--- src/rtl/mm_read_frame_ctrl_if.sv ---
// AXI read-address and read-data channels between the frame read controller
// (master) and the memory port (slave).
interface mm_read_frame_ctrl_if #(
  parameter int ASIZE     = 29,
  parameter int LSIZE     = 9,
  parameter int AXI_DSIZE = 256,
  parameter int IDSIZE    = 4
);
  logic [IDSIZE-1:0]    axi_arid;
  logic [ASIZE-1:0]     axi_araddr;
  logic [LSIZE-1:0]     axi_arlen;
  logic [2:0]           axi_arsize;
  logic [1:0]           axi_arburst;
  logic                 axi_arvalid;
  logic                 axi_arready;
  logic [IDSIZE-1:0]    axi_rid;
  logic [AXI_DSIZE-1:0] axi_rdata;
  logic [1:0]           axi_rresp;
  logic                 axi_rlast;
  logic                 axi_rvalid;
  logic                 axi_rready;

  modport master (
    output axi_arid, axi_araddr, axi_arlen, axi_arsize, axi_arburst, axi_arvalid,
    input  axi_arready,
    input  axi_rid, axi_rdata, axi_rresp, axi_rlast, axi_rvalid,
    output axi_rready
  );

  modport slave (
    input  axi_arid, axi_araddr, axi_arlen, axi_arsize, axi_arburst, axi_arvalid,
    output axi_arready,
    output axi_rid, axi_rdata, axi_rresp, axi_rlast, axi_rvalid,
    input  axi_rready
  );
endinterface

--- src/rtl/mm_read_frame_ctrl.sv ---
// Frame reader: walks vactive lines of line_beats AXI beats each, one burst in
// flight at a time, and streams the read data straight through.
//
// state      | meaning
// IDLE       | waiting for start
// WAIT_SPACE | next burst sized, waiting for downstream FIFO room
// ADDR       | AR request presented, waiting for arready
// DATA       | accepting R beats until rlast
// NEXT       | advance beat/line counters
// FIN        | frame over; done pulses on the following cycle
module mm_read_frame_ctrl #(
  parameter int ASIZE     = 29,
  parameter int LSIZE     = 9,
  parameter int AXI_DSIZE = 256,
  parameter int IDSIZE    = 4,
  parameter int ID        = 0,
  parameter int BURST_LEN = 128,
  parameter int LINE_STEP = 16384
) (
  input  logic                 clock,
  input  logic                 rst,
  input  logic                 start,
  input  logic [ASIZE-1:0]     baseaddr,
  input  logic [15:0]          vactive,
  input  logic [15:0]          line_beats,
  input  logic [9:0]           fifo_space,
  output logic                 busy,
  output logic                 done,
  output logic                 err,
  mm_read_frame_ctrl_if.master axi,
  output logic [AXI_DSIZE-1:0] odata,
  output logic                 ovalid,
  output logic                 ofirst,
  output logic                 olast
);

  localparam int          BYTES       = AXI_DSIZE / 8;
  localparam logic [15:0] BURST_LEN16 = 16'(BURST_LEN);

  typedef enum logic [2:0] {IDLE, WAIT_SPACE, ADDR, DATA, NEXT, FIN} state_t;

  state_t           state_q, state_d;
  logic [15:0]      vact_q, vact_d;
  logic [15:0]      lbeats_q, lbeats_d;
  logic [15:0]      line_idx_q, line_idx_d;
  logic [15:0]      beats_done_q, beats_done_d;
  logic [15:0]      beat_cnt_q, beat_cnt_d;
  logic [15:0]      len_q, len_d;
  logic [ASIZE-1:0] line_start_q, line_start_d;
  logic [ASIZE-1:0] araddr_q, araddr_d;
  logic [LSIZE-1:0] arlen_q, arlen_d;
  logic             err_q, err_d;
  logic             first_q, first_d;
  logic             done_q, done_d;

  logic [15:0] remaining;
  logic [15:0] burst_len;
  logic [15:0] beat_num;
  logic        rid_unused;

  assign remaining  = lbeats_q - beats_done_q;
  assign burst_len  = (remaining > BURST_LEN16) ? BURST_LEN16 : remaining;
  assign beat_num   = beat_cnt_q + 16'd1;
  assign rid_unused = ^axi.axi_rid;

  always_comb begin
    state_d      = state_q;
    vact_d       = vact_q;
    lbeats_d     = lbeats_q;
    line_idx_d   = line_idx_q;
    beats_done_d = beats_done_q;
    beat_cnt_d   = beat_cnt_q;
    len_d        = len_q;
    line_start_d = line_start_q;
    araddr_d     = araddr_q;
    arlen_d      = arlen_q;
    err_d        = err_q;
    first_d      = first_q;
    done_d       = (state_q == FIN);
    case (state_q)
      IDLE: begin
        if (start) begin
          vact_d       = vactive;
          lbeats_d     = line_beats;
          line_start_d = baseaddr;
          line_idx_d   = '0;
          beats_done_d = '0;
          err_d        = 1'b0;
          first_d      = 1'b1;
          state_d      = (vactive == 16'd0 || line_beats == 16'd0) ? FIN : WAIT_SPACE;
        end
      end
      WAIT_SPACE: begin
        if ({6'd0, fifo_space} >= burst_len) begin
          len_d      = burst_len;
          araddr_d   = line_start_q + ASIZE'(beats_done_q) * ASIZE'(BYTES);
          arlen_d    = LSIZE'(burst_len - 16'd1);
          beat_cnt_d = '0;
          state_d    = ADDR;
        end
      end
      ADDR: begin
        if (axi.axi_arready) state_d = DATA;
      end
      DATA: begin
        if (axi.axi_rvalid) begin
          beat_cnt_d = beat_num;
          first_d    = 1'b0;
          if (axi.axi_rresp != 2'b00) err_d = 1'b1;
          // rlast always closes the burst; a misplaced or missing one only flags err
          if (axi.axi_rlast) begin
            if (beat_num != len_q) err_d = 1'b1;
            state_d = NEXT;
          end else if (beat_num == len_q) begin
            err_d = 1'b1;
          end
        end
      end
      NEXT: begin
        if ({1'b0, beats_done_q} + {1'b0, len_q} < {1'b0, lbeats_q}) begin
          beats_done_d = beats_done_q + len_q;
          state_d      = WAIT_SPACE;
        end else begin
          beats_done_d = '0;
          line_idx_d   = line_idx_q + 16'd1;
          line_start_d = line_start_q + ASIZE'(LINE_STEP);
          state_d      = (line_idx_q + 16'd1 == vact_q) ? FIN : WAIT_SPACE;
        end
      end
      FIN:     state_d = IDLE;
      default: state_d = IDLE;
    endcase
  end

  always_ff @(posedge clock or posedge rst) begin
    if (rst) begin
      state_q      <= IDLE;
      vact_q       <= '0;
      lbeats_q     <= '0;
      line_idx_q   <= '0;
      beats_done_q <= '0;
      beat_cnt_q   <= '0;
      len_q        <= '0;
      line_start_q <= '0;
      araddr_q     <= '0;
      arlen_q      <= '0;
      err_q        <= 1'b0;
      first_q      <= 1'b0;
      done_q       <= 1'b0;
    end else begin
      state_q      <= state_d;
      vact_q       <= vact_d;
      lbeats_q     <= lbeats_d;
      line_idx_q   <= line_idx_d;
      beats_done_q <= beats_done_d;
      beat_cnt_q   <= beat_cnt_d;
      len_q        <= len_d;
      line_start_q <= line_start_d;
      araddr_q     <= araddr_d;
      arlen_q      <= arlen_d;
      err_q        <= err_d;
      first_q      <= first_d;
      done_q       <= done_d;
    end
  end

  assign axi.axi_arid    = IDSIZE'(ID);
  assign axi.axi_araddr  = araddr_q;
  assign axi.axi_arlen   = arlen_q;
  assign axi.axi_arsize  = 3'($clog2(BYTES));
  assign axi.axi_arburst = 2'b01;
  assign axi.axi_arvalid = (state_q == ADDR);
  assign axi.axi_rready  = (state_q == DATA);

  assign busy   = (state_q != IDLE);
  assign done   = done_q;
  assign err    = err_q;
  assign odata  = axi.axi_rdata;
  assign ovalid = axi.axi_rvalid && (state_q == DATA);
  assign ofirst = ovalid && first_q;
  assign olast  = ovalid &&
                  ({1'b0, beats_done_q} + {1'b0, beat_cnt_q} + 17'd1 == {1'b0, lbeats_q});

endmodule

--- src/flat_wrapper.sv ---
// flat-port wrapper written by rule: the top's interface ports become plain ports
module mm_read_frame_ctrl_flat 
#(
  parameter int ASIZE     = 29,
  parameter int LSIZE     = 9,
  parameter int AXI_DSIZE = 256,
  parameter int IDSIZE    = 4,
  parameter int ID        = 0,
  parameter int BURST_LEN = 128,
  parameter int LINE_STEP = 16384
)
  (clock, rst, start, baseaddr, vactive, line_beats, fifo_space, busy, done, err, odata, ovalid, ofirst, olast, axi_axi_arid, axi_axi_araddr, axi_axi_arlen, axi_axi_arsize, axi_axi_arburst, axi_axi_arvalid, axi_axi_arready, axi_axi_rid, axi_axi_rdata, axi_axi_rresp, axi_axi_rlast, axi_axi_rvalid, axi_axi_rready);
  mm_read_frame_ctrl_if #(.ASIZE(ASIZE), .LSIZE(LSIZE), .AXI_DSIZE(AXI_DSIZE), .IDSIZE(IDSIZE)) axi_i ();
  input  logic clock;
  input  logic rst;
  input  logic start;
  input  logic [ASIZE-1:0] baseaddr;
  input  logic [15:0] vactive;
  input  logic [15:0] line_beats;
  input  logic [9:0] fifo_space;
  output logic busy;
  output logic done;
  output logic err;
  output logic [AXI_DSIZE-1:0] odata;
  output logic ovalid;
  output logic ofirst;
  output logic olast;
  output wire logic [$bits(axi_i.axi_arid)-1:0] axi_axi_arid;
  output wire logic [$bits(axi_i.axi_araddr)-1:0] axi_axi_araddr;
  output wire logic [$bits(axi_i.axi_arlen)-1:0] axi_axi_arlen;
  output wire logic [$bits(axi_i.axi_arsize)-1:0] axi_axi_arsize;
  output wire logic [$bits(axi_i.axi_arburst)-1:0] axi_axi_arburst;
  output wire logic [$bits(axi_i.axi_arvalid)-1:0] axi_axi_arvalid;
  input wire logic [$bits(axi_i.axi_arready)-1:0] axi_axi_arready;
  input wire logic [$bits(axi_i.axi_rid)-1:0] axi_axi_rid;
  input wire logic [$bits(axi_i.axi_rdata)-1:0] axi_axi_rdata;
  input wire logic [$bits(axi_i.axi_rresp)-1:0] axi_axi_rresp;
  input wire logic [$bits(axi_i.axi_rlast)-1:0] axi_axi_rlast;
  input wire logic [$bits(axi_i.axi_rvalid)-1:0] axi_axi_rvalid;
  output wire logic [$bits(axi_i.axi_rready)-1:0] axi_axi_rready;
  assign axi_axi_arid = axi_i.axi_arid;
  assign axi_axi_araddr = axi_i.axi_araddr;
  assign axi_axi_arlen = axi_i.axi_arlen;
  assign axi_axi_arsize = axi_i.axi_arsize;
  assign axi_axi_arburst = axi_i.axi_arburst;
  assign axi_axi_arvalid = axi_i.axi_arvalid;
  assign axi_i.axi_arready = axi_axi_arready;
  assign axi_i.axi_rid = axi_axi_rid;
  assign axi_i.axi_rdata = axi_axi_rdata;
  assign axi_i.axi_rresp = axi_axi_rresp;
  assign axi_i.axi_rlast = axi_axi_rlast;
  assign axi_i.axi_rvalid = axi_axi_rvalid;
  assign axi_axi_rready = axi_i.axi_rready;
  mm_read_frame_ctrl #(.ASIZE(ASIZE), .LSIZE(LSIZE), .AXI_DSIZE(AXI_DSIZE), .IDSIZE(IDSIZE), .ID(ID), .BURST_LEN(BURST_LEN), .LINE_STEP(LINE_STEP)) u_core (.clock(clock), .rst(rst), .start(start), .baseaddr(baseaddr), .vactive(vactive), .line_beats(line_beats), .fifo_space(fifo_space), .busy(busy), .done(done), .err(err), .axi(axi_i), .odata(odata), .ovalid(ovalid), .ofirst(ofirst), .olast(olast));
endmodule
--- config.mk ---
export PLATFORM = sky130hd
export DESIGN_NAME = mm_read_frame_ctrl_flat
export DESIGN_NICKNAME = d
export VERILOG_FILES = /design/src/rtl/mm_read_frame_ctrl_if.sv /design/src/rtl/mm_read_frame_ctrl.sv /design/src/flat_wrapper.sv
export SDC_FILE = /design/constraint.sdc
export NUM_CORES = 1
export LEC_CHECK = 0
export CAP_MARGIN = 10
export CORE_AREA = 2 2 252 254
export DETAILED_ROUTE_END_ITERATION = 10
export DIE_AREA = 0 0 254 256
export PLACE_DENSITY_LB_ADDON = 0.05
export SKIP_CTS_REPAIR_TIMING = 1
export SLEW_MARGIN = 20
export SYNTH_ARGS = -nofsm -noshare
export SYNTH_HDL_FRONTEND = slang
export SYNTH_SLANG_ARGS = --single-unit
--- constraint.sdc ---
create_clock -name clock -period 8.3 [get_ports clock]
set_clock_uncertainty 0.05 [all_clocks]
set_input_delay 2.49 -clock clock [delete_from_list [all_inputs] [get_ports clock]]
set_output_delay 2.49 -clock clock [all_outputs]
set_load 0.05 [all_outputs]
==> results.yml <==
finish:
  nets: 1948
  final_cells: 2372
  final_cell_mix: "255 x nand2_1, 169 x dfrtp_1, 122 x clkdlybuf4s50_1, 120 x o21ai_0, 92 x ha_1"
  layout_commonest_cell: "nand2_1"
  area_growth_pct: 6.682
  num_antenna_cells: 0
  final_layout_size_suffix_gt1_share_pct: 5.308
  final_util_pct: 23.66
outcome:
  outcome: "complete, no violations"
timing:
  rsz0062_at_grt: "false"
  hold_viol_final: 0
  max_freq_mhz: 128.8
  worstMarginPinSlew_ns: 0.9321
  min_period_over_period_pct: 93.54
  final.setup.tns_ns: 0
  slew_violations: 0
  fin_crit_ns: 7.764
  setup_viol: 0
  fin_ws_ns: 0.5365
  slew_headroom_pct: 37.86
synthesis:
  synth_async_sr_flop_share_pct: 100.0
  netlist_area_um2: 13840
  synth_top_area_cell: "dfrtp_1"
  synth_compound_area_share_pct: 16.93
  synth_edf_count: 0
  ys_seq_area_share_pct: 30.56
  synth_fa_ha_area_share_pct: 8.897
  yosys-top-cells-area: "dfrtp_1 31%, buf_4 14%, ha_1 8.3%"
  synthCells: 1655
  synth_area_per_cell_um2: 8.361
  yosys.area.top_type_share_pct: 30.56
  ys_warn_count: 0
  ys_types: 76
  synth-seq-cells: 169
  synthSimpleGateAreaFrac_pct: 16.90
  synth_top_family_by_area: "buffers and inverters"
  synth-xor-area-share_pct: 8.228
  synthMuxAreaShare_pct: 0.8499
  synth_flop_cell: "dfrtp_1"
drt:
  wire_per_inst_um: 20.50
  viasPerCell: 4.477
  drc: 0
  dr.pass1.iters: 5
  first_iter_violations: 427
  postRouteAntennaNets: 0
  dr_total_vias: 10620
  drt_wl_total_um: 48630
floorplanning:
  fp.coreArea_um2: 62390
  fp.dieArea_um2: 65020
  placementRows: 92
  initial_core_util_pct: 22.18
  ios: 650
  fp.dieW_um: 254
  die_h_um: 256
pwr:
  irDropWorstVdd_mv: 0.1707
  power.leakage_nw: 6.357
  power_density_nw_per_um2: 318.5
  total_power_w: 0.004701
hold_path:
  worstHoldEndpoint: "u_core.axi.axi_araddr[2]"
  whs_path_depth: 2
  hold_class: "flip-flop to flip-flop"
  worstHoldStart: "u_core.line_start_q[2]"
worst_setup_path:
  critPathMaxFanout: 2
  worst_setup_path_start_kind: "primary input"
  crit_required_ns: 5.76
  critical_path_class: "primary input to primary output"
  r2r_end: "u_core.state_q[0]"
  rrSetupSlack_ns: 1.55
  end_kind: "primary output"
  crit-reg2reg-launch: "u_core.beats_done_q[1]"
  crit_start: "axi_axi_rvalid"
  rr_worst_depth: 20
  worstPathArrival_ns: 5.22
grt:
  grt_pass1_wl_um: 72670
  grt_usage_pct: 15.09
  grt_start_max_net_pins: 86
  grt-ovfl-total: 0
  grt_pass1_vias: 11221
  grt_antenna_before_repair: 0
cts:
  clk_pin_slew_ns: 0.07
  htree_num_levels: 4
  insertion_delay_ns: 0.49
  cts_inserted_buffers: 17
  tritoncts: "yes"
  cts_root_buf: "clkbuf_16"
  clock_sinks: 169
  clockBufferDepth: 2
job:
  drv_cap: 0
placement:
  gp_congestion: 0.7684
  io_buffers: 124
  dp_cells: 2340
  pre_cts_ws_ns: 0.1188
  dp_hpwl_um: 38250
through the flow:
step | instance area, µm² | hold WS [ns]
after floorplan | 13870 | 0.3886
after global placement | 14170 | 0.3992
after detailed placement | 14170 | 0.3978
after CTS | 14740 | 0.4171
after global routing | 14760 | 0.4398
final | 14760 | 0.4158
report_power, final:
part / internal, W / switching, W / leakage, nW / total [W]
registers: 0.00111 / 0.000338 / 2.16 / 0.00145
logic: 0.000935 / 0.00149 / 3.92 / 0.00242
clock network: 0.000437 / 0.000395 / 0.272 / 0.000831
total: 0.00248 / 0.00222 / 6.36 / 0.00470
cell usage after synthesis (5+ instances only):
master	count
nand3_1	36
xnor2_1	81
nor2b_1	12
nand2_1	256
and3_1	20
and2_1	18
o22ai_1	9
clkbuf_1	38
xor2_1	49
nor2_1	60
nor4_1	17
nor3b_1	8
nor3_1	22
inv_1	70
a31oi_1	18
a21boi_0	6
dfrtp_1	169
a22o_1	18
or3_1	11
nand2b_1	12
o21ai_0	120
mux2i_1	5
o31ai_1	7
a21o_1	19
nand4_1	11
a211oi_1	10
buf_1	6
a21oi_1	83
o211ai_1	11
buf_4	266
ha_1	92
o21a_1	15
area by class of cell:
type	instances	area [µm²]
Inverter	72	275.3
Tap cell	846	1059
Timing Repair Buffer	140	1374
Fill cell	6934	47630
Multi-Input combinational cell	1113	7258
Clock inverter	10	93.84
Clock buffer	22	474.2
Sequential cell	169	4229
critical path, cell delays in order:
cell            delay, ns
dlymetal6s2s_1       0.21
nand2_1              0.12
inv_1                0.14
o2111ai_1            0.17
a2111oi_4            0.41
nand4b_1             0.20
a2111oi_4            0.35
nand4_1              0.12
a2111o_1             0.44
nor4_2               0.25
buf_4                0.17
buf_12               0.13
registers in the layout, summed over array words and instances (netlist names), 3 cells and up:
signal / count
u_core.axi.axi_araddr: 29
u_core.line_start_q: 29
u_core.beat_cnt_q: 16
u_core.beats_done_q: 16
u_core.lbeats_q: 16
u_core.len_q: 16
u_core.line_idx_q: 16
u_core.vact_q: 16
u_core.axi.axi_arlen: 9
u_core.state_q: 3
metal layers:
| layer | part of all wire, % | global-route usage, % |
|---|---|---|
| met3 | 6.7 | 5.380 |
| met2 | 47 | 24.54 |
| met1 | 45 | 18.93 |
| met5 | 0.082 | 0.7519 |
| met4 | 1.1 | 3.480 |
cell families after synthesis:
logic type      after synthesis
flops                       169
xor+xnor                    130
buf+inv                     382
fa+ha+maj                    96
mux                          10
other cells                   2
simple gates                501
compound gates              365
worst max path at each step:
| stage | endpoint | cells past startpoint |
|---|---|---|
| 4_1_cts | olast | 12 |
| 3_5_place_dp | olast | 12 |
| 5_1_grt | olast | 12 |
| 6_report | olast | 12 |
| 3_3_place_gp | olast | 12 |
| 2_1_floorplan | olast | 9 |
(Power assumes the default switching activity.)
